`src/rtl/frame_reader_if.sv`:
```
// rtl/frame_reader_if.sv - DDR2 request/response and pixel-stream bundle for frame_reader
//
// Signals:
//   FF_frame_base  frame base; bits [27:22] select the frame
//   af_full        DDR2 address FIFO full
//   af_wr_en       address FIFO push
//   af_addr_din    31-bit read address
//   af_cmd_din     DDR2 command (read)
//   rdf_valid      read-data word present (no back-pressure)
//   rdf_dout       128-bit read-data word, 4 pixels
//   rdf_rd_en      read-data FIFO pop
//   video_ready    pixel sink accepts
//   video_valid    pixel valid
//   video          24-bit pixel colour
//   video_sof      first pixel of a frame
//   rdf_overflow   sticky: word arrived with no outstanding request
// Modports: master = frame_reader side, slave = DDR2 controller / pixel sink side.
interface frame_reader_if;
  logic [31:0]  FF_frame_base;
  logic         af_full;
  logic         af_wr_en;
  logic [30:0]  af_addr_din;
  logic [2:0]   af_cmd_din;
  logic         rdf_valid;
  logic [127:0] rdf_dout;
  logic         rdf_rd_en;
  logic         video_ready;
  logic         video_valid;
  logic [23:0]  video;
  logic         video_sof;
  logic         rdf_overflow;

  modport master (
    input  FF_frame_base, af_full, rdf_valid, rdf_dout, video_ready,
    output af_wr_en, af_addr_din, af_cmd_din, rdf_rd_en,
           video_valid, video, video_sof, rdf_overflow
  );

  modport slave (
    output FF_frame_base, af_full, rdf_valid, rdf_dout, video_ready,
    input  af_wr_en, af_addr_din, af_cmd_din, rdf_rd_en,
           video_valid, video, video_sof, rdf_overflow
  );
endinterface

```
`src/rtl/frame_reader.sv`:
```
// rtl/frame_reader.sv - fetches a frame from DDR2 in 8-pixel bursts and streams it out in raster order
//
// Ports:
//   clk  system clock
//   rst  synchronous active-high reset
//   bus  frame_reader_if.master: DDR2 address/read-data FIFOs and the pixel stream
// Parameters:
//   WIDTH      pixels per line (multiple of 8)
//   HEIGHT     lines per frame
//   BUF_DEPTH  read-data buffer depth in 128-bit words (even, >= 4)
module frame_reader #(
  parameter int WIDTH     = 800,
  parameter int HEIGHT    = 600,
  parameter int BUF_DEPTH = 8
) (
  input  logic          clk,
  input  logic          rst,
  frame_reader_if.master bus
);

  localparam int PW = (BUF_DEPTH > 1) ? $clog2(BUF_DEPTH) : 1;
  // Wide enough for out_cnt + buf_cnt, each of which can reach BUF_DEPTH.
  localparam int CW = $clog2(2 * BUF_DEPTH + 1);

  localparam logic [9:0]    RX_LAST  = 10'(WIDTH - 8);
  localparam logic [9:0]    Y_LAST   = 10'(HEIGHT - 1);
  localparam logic [9:0]    OX_LAST  = 10'(WIDTH - 1);
  localparam logic [CW-1:0] CREDIT   = CW'(BUF_DEPTH - 2);
  localparam logic [PW-1:0] PTR_LAST = PW'(BUF_DEPTH - 1);

  typedef enum logic [1:0] {IDLE, RUN, DRAIN} state_t;

  state_t        state;
  logic [5:0]    frame;
  logic [9:0]    rx, ry, ox, oy;
  logic [1:0]    lane;
  logic [CW-1:0] out_cnt, buf_cnt;
  logic [PW-1:0] wr_ptr, rd_ptr;
  logic          overflow;
  logic [127:0]  mem [BUF_DEPTH];

  logic          push, word_in, has_data, fire, pop, last_pix;
  logic [127:0]  head;

  function automatic logic [PW-1:0] ptr_next(input logic [PW-1:0] p);
    return (p == PTR_LAST) ? '0 : p + PW'(1);
  endfunction

  // A request is only issued when the buffer can absorb both of its words on
  // top of everything already in flight, so the buffer can never overflow.
  assign push     = ~rst & (state == RUN) & ~bus.af_full & ((out_cnt + buf_cnt) <= CREDIT);
  assign word_in  = bus.rdf_valid & (out_cnt != '0);
  assign has_data = ~rst & (buf_cnt != '0);
  assign fire     = has_data & bus.video_ready;
  assign pop      = fire & (lane == 2'd3);
  assign last_pix = fire & (ox == OX_LAST) & (oy == Y_LAST);
  assign head     = mem[rd_ptr];

  assign bus.af_wr_en     = push;
  assign bus.af_addr_din  = rst ? '0 : {6'b0, frame, ry, rx[9:3], 2'b00};
  assign bus.af_cmd_din   = 3'b001;
  assign bus.rdf_rd_en    = bus.rdf_valid;
  assign bus.video_valid  = has_data;
  assign bus.video        = has_data ? head[{lane, 5'b00000} +: 24] : '0;
  assign bus.video_sof    = has_data & (ox == '0) & (oy == '0);
  assign bus.rdf_overflow = overflow;

  logic unused_bits;
  assign unused_bits = ^{bus.FF_frame_base[31:28], bus.FF_frame_base[21:0], rx[2:0]};

  // Request FSM. The frame register is only loaded on entry to a frame, so a
  // base change mid-frame takes effect at the next frame boundary.
  always_ff @(posedge clk) begin
    if (rst) begin
      state <= IDLE;
      frame <= '0;
      rx    <= '0;
      ry    <= '0;
    end else begin
      case (state)
        IDLE: begin
          state <= RUN;
          frame <= bus.FF_frame_base[27:22];
        end
        RUN: begin
          if (push) begin
            if (rx == RX_LAST) begin
              rx <= '0;
              if (ry == Y_LAST) begin
                ry    <= '0;
                state <= DRAIN;
              end else begin
                ry <= ry + 10'd1;
              end
            end else begin
              rx <= rx + 10'd8;
            end
          end
        end
        DRAIN: begin
          if (last_pix) begin
            state <= RUN;
            frame <= bus.FF_frame_base[27:22];
          end
        end
        default: state <= IDLE;
      endcase
    end
  end

  // Credit, buffer bookkeeping and output position.
  always_ff @(posedge clk) begin
    if (rst) begin
      out_cnt  <= '0;
      buf_cnt  <= '0;
      wr_ptr   <= '0;
      rd_ptr   <= '0;
      lane     <= '0;
      ox       <= '0;
      oy       <= '0;
      overflow <= 1'b0;
    end else begin
      out_cnt <= out_cnt + (push ? CW'(2) : CW'(0)) - (word_in ? CW'(1) : CW'(0));
      buf_cnt <= buf_cnt + (word_in ? CW'(1) : CW'(0)) - (pop ? CW'(1) : CW'(0));
      if (bus.rdf_valid && out_cnt == '0) overflow <= 1'b1;
      if (word_in) wr_ptr <= ptr_next(wr_ptr);
      if (pop)     rd_ptr <= ptr_next(rd_ptr);
      if (fire) begin
        lane <= lane + 2'd1;
        if (ox == OX_LAST) begin
          ox <= '0;
          oy <= (oy == Y_LAST) ? '0 : oy + 10'd1;
        end else begin
          ox <= ox + 10'd1;
        end
      end
    end
  end

  always_ff @(posedge clk) begin
    if (word_in) mem[wr_ptr] <= bus.rdf_dout;
  end

endmodule

```
`src/flat_wrapper.sv`:
```
// flat-port wrapper written by rule: the top's interface ports become plain ports
module frame_reader_flat 
#(
  parameter int WIDTH     = 800,
  parameter int HEIGHT    = 600,
  parameter int BUF_DEPTH = 8
)
  (clk, rst, bus_FF_frame_base, bus_af_full, bus_rdf_valid, bus_rdf_dout, bus_video_ready, bus_af_wr_en, bus_af_addr_din, bus_af_cmd_din, bus_rdf_rd_en, bus_video_valid, bus_video, bus_video_sof, bus_rdf_overflow);
  frame_reader_if bus_i ();
  input  logic clk;
  input  logic rst;
  input wire logic [$bits(bus_i.FF_frame_base)-1:0] bus_FF_frame_base;
  input wire logic [$bits(bus_i.af_full)-1:0] bus_af_full;
  input wire logic [$bits(bus_i.rdf_valid)-1:0] bus_rdf_valid;
  input wire logic [$bits(bus_i.rdf_dout)-1:0] bus_rdf_dout;
  input wire logic [$bits(bus_i.video_ready)-1:0] bus_video_ready;
  output wire logic [$bits(bus_i.af_wr_en)-1:0] bus_af_wr_en;
  output wire logic [$bits(bus_i.af_addr_din)-1:0] bus_af_addr_din;
  output wire logic [$bits(bus_i.af_cmd_din)-1:0] bus_af_cmd_din;
  output wire logic [$bits(bus_i.rdf_rd_en)-1:0] bus_rdf_rd_en;
  output wire logic [$bits(bus_i.video_valid)-1:0] bus_video_valid;
  output wire logic [$bits(bus_i.video)-1:0] bus_video;
  output wire logic [$bits(bus_i.video_sof)-1:0] bus_video_sof;
  output wire logic [$bits(bus_i.rdf_overflow)-1:0] bus_rdf_overflow;
  assign bus_i.FF_frame_base = bus_FF_frame_base;
  assign bus_i.af_full = bus_af_full;
  assign bus_i.rdf_valid = bus_rdf_valid;
  assign bus_i.rdf_dout = bus_rdf_dout;
  assign bus_i.video_ready = bus_video_ready;
  assign bus_af_wr_en = bus_i.af_wr_en;
  assign bus_af_addr_din = bus_i.af_addr_din;
  assign bus_af_cmd_din = bus_i.af_cmd_din;
  assign bus_rdf_rd_en = bus_i.rdf_rd_en;
  assign bus_video_valid = bus_i.video_valid;
  assign bus_video = bus_i.video;
  assign bus_video_sof = bus_i.video_sof;
  assign bus_rdf_overflow = bus_i.rdf_overflow;
  frame_reader #(.WIDTH(WIDTH), .HEIGHT(HEIGHT), .BUF_DEPTH(BUF_DEPTH)) u_core (.clk(clk), .rst(rst), .bus(bus_i));
endmodule
```
`config.mk`:
```
export PLATFORM = sky130hd
export DESIGN_NAME = frame_reader_flat
export DESIGN_NICKNAME = d
export VERILOG_FILES = /design/src/rtl/frame_reader_if.sv /design/src/rtl/frame_reader.sv /design/src/flat_wrapper.sv
export SDC_FILE = /design/constraint.sdc
export NUM_CORES = 1
export LEC_CHECK = 0
export CAP_MARGIN = 5
export CELL_PAD_IN_SITES_DETAIL_PLACEMENT = 0
export CELL_PAD_IN_SITES_GLOBAL_PLACEMENT = 1
export CORE_MARGIN = 3
export CORE_UTILIZATION = 35
export CTS_CLUSTER_DIAMETER = 150
export DETAILED_ROUTE_END_ITERATION = 8
export GPL_TIMING_DRIVEN = 0
export PLACE_DENSITY = 0.55
export SKIP_LAST_GASP = 1
export SLEW_MARGIN = 15
export SYNTH_ARGS = -nofsm -noshare
export SYNTH_HDL_FRONTEND = slang
export SYNTH_SLANG_ARGS = --single-unit
```
`constraint.sdc`:
```
create_clock -name clk -period 37.6 [get_ports clk]
set_input_delay 7.52 -clock clk [delete_from_list [all_inputs] [get_ports clk]]
set_output_delay 7.52 -clock clk [all_outputs]
set_load 0.02 [all_outputs]
```
==> out/summary.txt, run 1 <==
Status: complete, no violations
Hold Path Class: reg -> reg
Gpl congestion: 0.728
CTS Buf Count: 90
Clk pin slew, worst setup/hold paths: 0.05 ns
ANT nets after route: 0
Vias: 16700
Count leader, synth: edfxtp_1
CTS root buffer: clkbuf_16
Grt total ovfl: 0
Die Area: 0.0979 sq mm
Vias in the first global route: 17600
Share of Yosys cell area claimed by the top area cell type: 70.0%
Worst-path maximum fanout: 10
Post-CTS Resized: 0
#FFs+latches synth: 835
1st-pass router iterations: 4
Leak pwr: 12.7 nW
CTS tree: done
RSZ-0062 raised after global routing: false
Remaining DRCs: 0
Initial Utilization: 35.6%
Max-Cap Viols: 0
Setup_tns: 0 ns
EDFF count, synth: 768
Core area: 0.0925 sq mm
Worst slack, placed: 19.42 ns
Final setup viols: 0
Final Hold Viols: 0
Minimum clock period: 18.15 ns
Ys async rst share: 0%
Primary FF master, synth: edfxtp_1
Synth Cell Area: 0.0330 sq mm
P&R area growth vs syn: 21.6%
Port Buffers: 158
Sequential area share after synthesis: 74.1%
Largest net degree at the start of global routing: 21
Ratio of cells with drive above 1 in the final layout: 25.3%
Layer with the highest usage: met2
Fmax: 55.1 MHz
Die Height: 313 um
Unique masters post-synth: 55
First-pass GRT wire length: 121000 um
Mean post-synth cell area: 20.1 sq um
Post-DP HPWL: 57600 um
Synth top area cells: edfxtp_1 70%, mux4_2 13%, dfxtp_1 4.1%
Worst-Skew Late Latency: 0.63 ns
CP max-delay cell: clkdlybuf4s50_1
Met3 usage: 3.59%
Leading area contributor after synthesis: edfxtp_1
CP Data Required Time: 30.08 ns
1st-iter DRT viols: 1220
WL final: 81900 um
Startpoint type of the worst setup path: input port
Mapped Cells: 1639
Via density per instance: 5.02
Drt wl/cell: 24.6 um
Power Dens Cells: 56.5 mW/mm^2
# H-tree levels: 3
Peak VDD IR: 0.0321 mV
Met2 Use GR: 27.0%
Setup bufs post-CTS: 0
NumNets Final: 2193
Tcrit/Tclk final: 48.3%
Die X-Extent: 313 um
CP arrival: 10.63 ns
Max Slew Vio Count: 0
M1 GR Usage: 23.5%
CTS Sinks: 835
Initial antenna violation count: 12
IO Pins: 228
CP peak stage delay: 0.75 ns
# hold bufs at CTS: 0
CP Cell Sequence: clkdlybuf4s50_1, or2_2, clkbuf_1, clkbuf_1, nor3_1, clkdlybuf4s50_1
Clock Skew: 0.0256 ns
Clock buffer depth: 3
Slew @ Worst Pin: 1.10 ns
Max_slew headroom: 26.6%
Crit. End Element: output pin
Final worst slack: 19.45 ns
Commonest cells post-synth: 768 x edfxtp_1, 192 x mux4_2, 67 x dfxtp_1, 52 x clkbuf_1
GRT Util Overall: 16.8%
Critical path class: in -> out
FP Rows: 111
Ys Warns: 0
[report_power, final]
| part | leakage [nW] | internal, W | switching, W |
|---|---|---|---|
| logic | 3.82 | 0.000130 | 0.000183 |
| clock network | 1.40 | 0.000491 | 0.000358 |
| registers | 7.50 | 0.00108 | 0.0000187 |
| total | 12.7 | 0.00170 | 0.000559 |
[registers in the layout, indices dropped and copies added (netlist names), named ones only]
name                     flops
u_core.buf_cnt               5
u_core.bus.rdf_overflow      1
u_core.frame                 6
u_core.lane                  2
u_core.mem                 768
u_core.out_cnt               5
u_core.ox                   10
u_core.oy                   10
u_core.rd_ptr                3
u_core.rx                    7
u_core.ry                   10
u_core.state                 2
u_core.wr_ptr                3
[layout by cell type (no fill, tap or decap), types with 14 or more instances in the layout]
master and n:
mux2i_1 49, xor2_1 14, inv_1 26, buf_2 38
clkbuf_1 71, clkinv_1 23, ha_1 27, dfxtp_1 67
buf_4 66, clkbuf_16 91, nor2b_1 33, xnor2_1 15
mux2_2 48, nor3_1 31, edfxtp_1 768, clkdlybuf4s50_1 158
a21oi_1 21, clkinv_2 18, mux4_2 192, nand2_1 28
nand4_1 17, nand3_1 14, nor2_1 46, o22ai_1 24
a22o_1 24, buf_6 18
[final cells by class]
| type | count | area (sq um) |
|---|---|---|
| Antenna cell | 7 | 17.5 |
| Multi-Input combinational cell | 689 | 8080 |
| Buffer | 96 | 450 |
| Clock inverter | 54 | 478 |
| Inverter | 28 | 105 |
| Sequential cell | 835 | 24400 |
| Clock buffer | 112 | 2380 |
| Tap cell | 1243 | 1560 |
| Timing Repair Buffer | 258 | 2620 |
| Fill cell | 8158 | 52400 |
[final timing paths]
kind / depth (start not counted) / slack, ns / to / start
worst max-delay path: 6 / 19.45 / bus_video[9] / rst
worst min-delay path: 2 / 0.48 / u_core.bus.rdf_overflow / u_core.bus.rdf_overflow
worst max register to register: 15 / 33.87 / u_core.buf_cnt[4] / u_core.buf_cnt[3]
worst min register to register: 2 / 0.48 / u_core.bus.rdf_overflow / u_core.bus.rdf_overflow
[critical path: cells and delay by family]
family / cells / cell delay, ns
AND/OR/NAND/NOR: 2 / 1.04
buffers and inverters: 4 / 2.04
[layer usage]
layer	share of wire, %	wire [um]	vias to the layer above
met1	45	37000	8808
met2	48	39200	361
met5	0.055	45	-
li1	-	-	7406
met4	1.5	1230	6
met3	5.4	4440	80
[logic make-up after synthesis]
| group | Yosys count | share of synthesized area [%] |
|---|---|---|
| flops | 835 | 74.1 |
| mux | 300 | 16.7 |
| simple gates | 229 | 3.75 |
| buf+inv | 124 | 1.69 |
| compound gates | 90 | 1.81 |
| fa+ha+maj | 30 | 1.21 |
| xor+xnor | 29 | 0.771 |
| other cells | 2 | 0.0228 |
[metrics by stage]
| stage | cell area [sq um] | utilization (%) | power [W] | hold slack (ns) | std cells |
|---|---|---|---|---|---|
| 2_1_floorplan | 33000 | - | 0.00130 | 0.455 | 1648 |
| 3_3_place_gp | 36100 | 39.1 | 0.00145 | 0.475 | 3049 |
| 3_5_place_dp | 37200 | 40.2 | 0.00144 | 0.486 | 3149 |
| 4_1_cts | 40100 | 43.3 | 0.00230 | 0.492 | 3315 |
| 5_1_grt | 40100 | 43.3 | 0.00236 | 0.510 | 3317 |
| 6_report | 40100 | 43.3 | 0.00226 | 0.484 | 3322 |
(Power assumes the default switching activity.)
==> run 2: changes to the inputs <==
- clock period: 37.6 -> 17.5 ns (I/O delays scaled with it)
==> results of run 2 <==
Same layout as run 1 (identical final DEF). Status: complete, no violations.
Main changes from that run: setup slack after placement 19.42 ns -> 7.36 ns; setup slack after layout 19.45 ns -> 7.39 ns; register-to-register setup slack 33.87 ns -> 13.77 ns; total power 0.00226 W -> 0.00487 W; worst IR drop on VDD 0.0321 mV -> 0.0690 mV
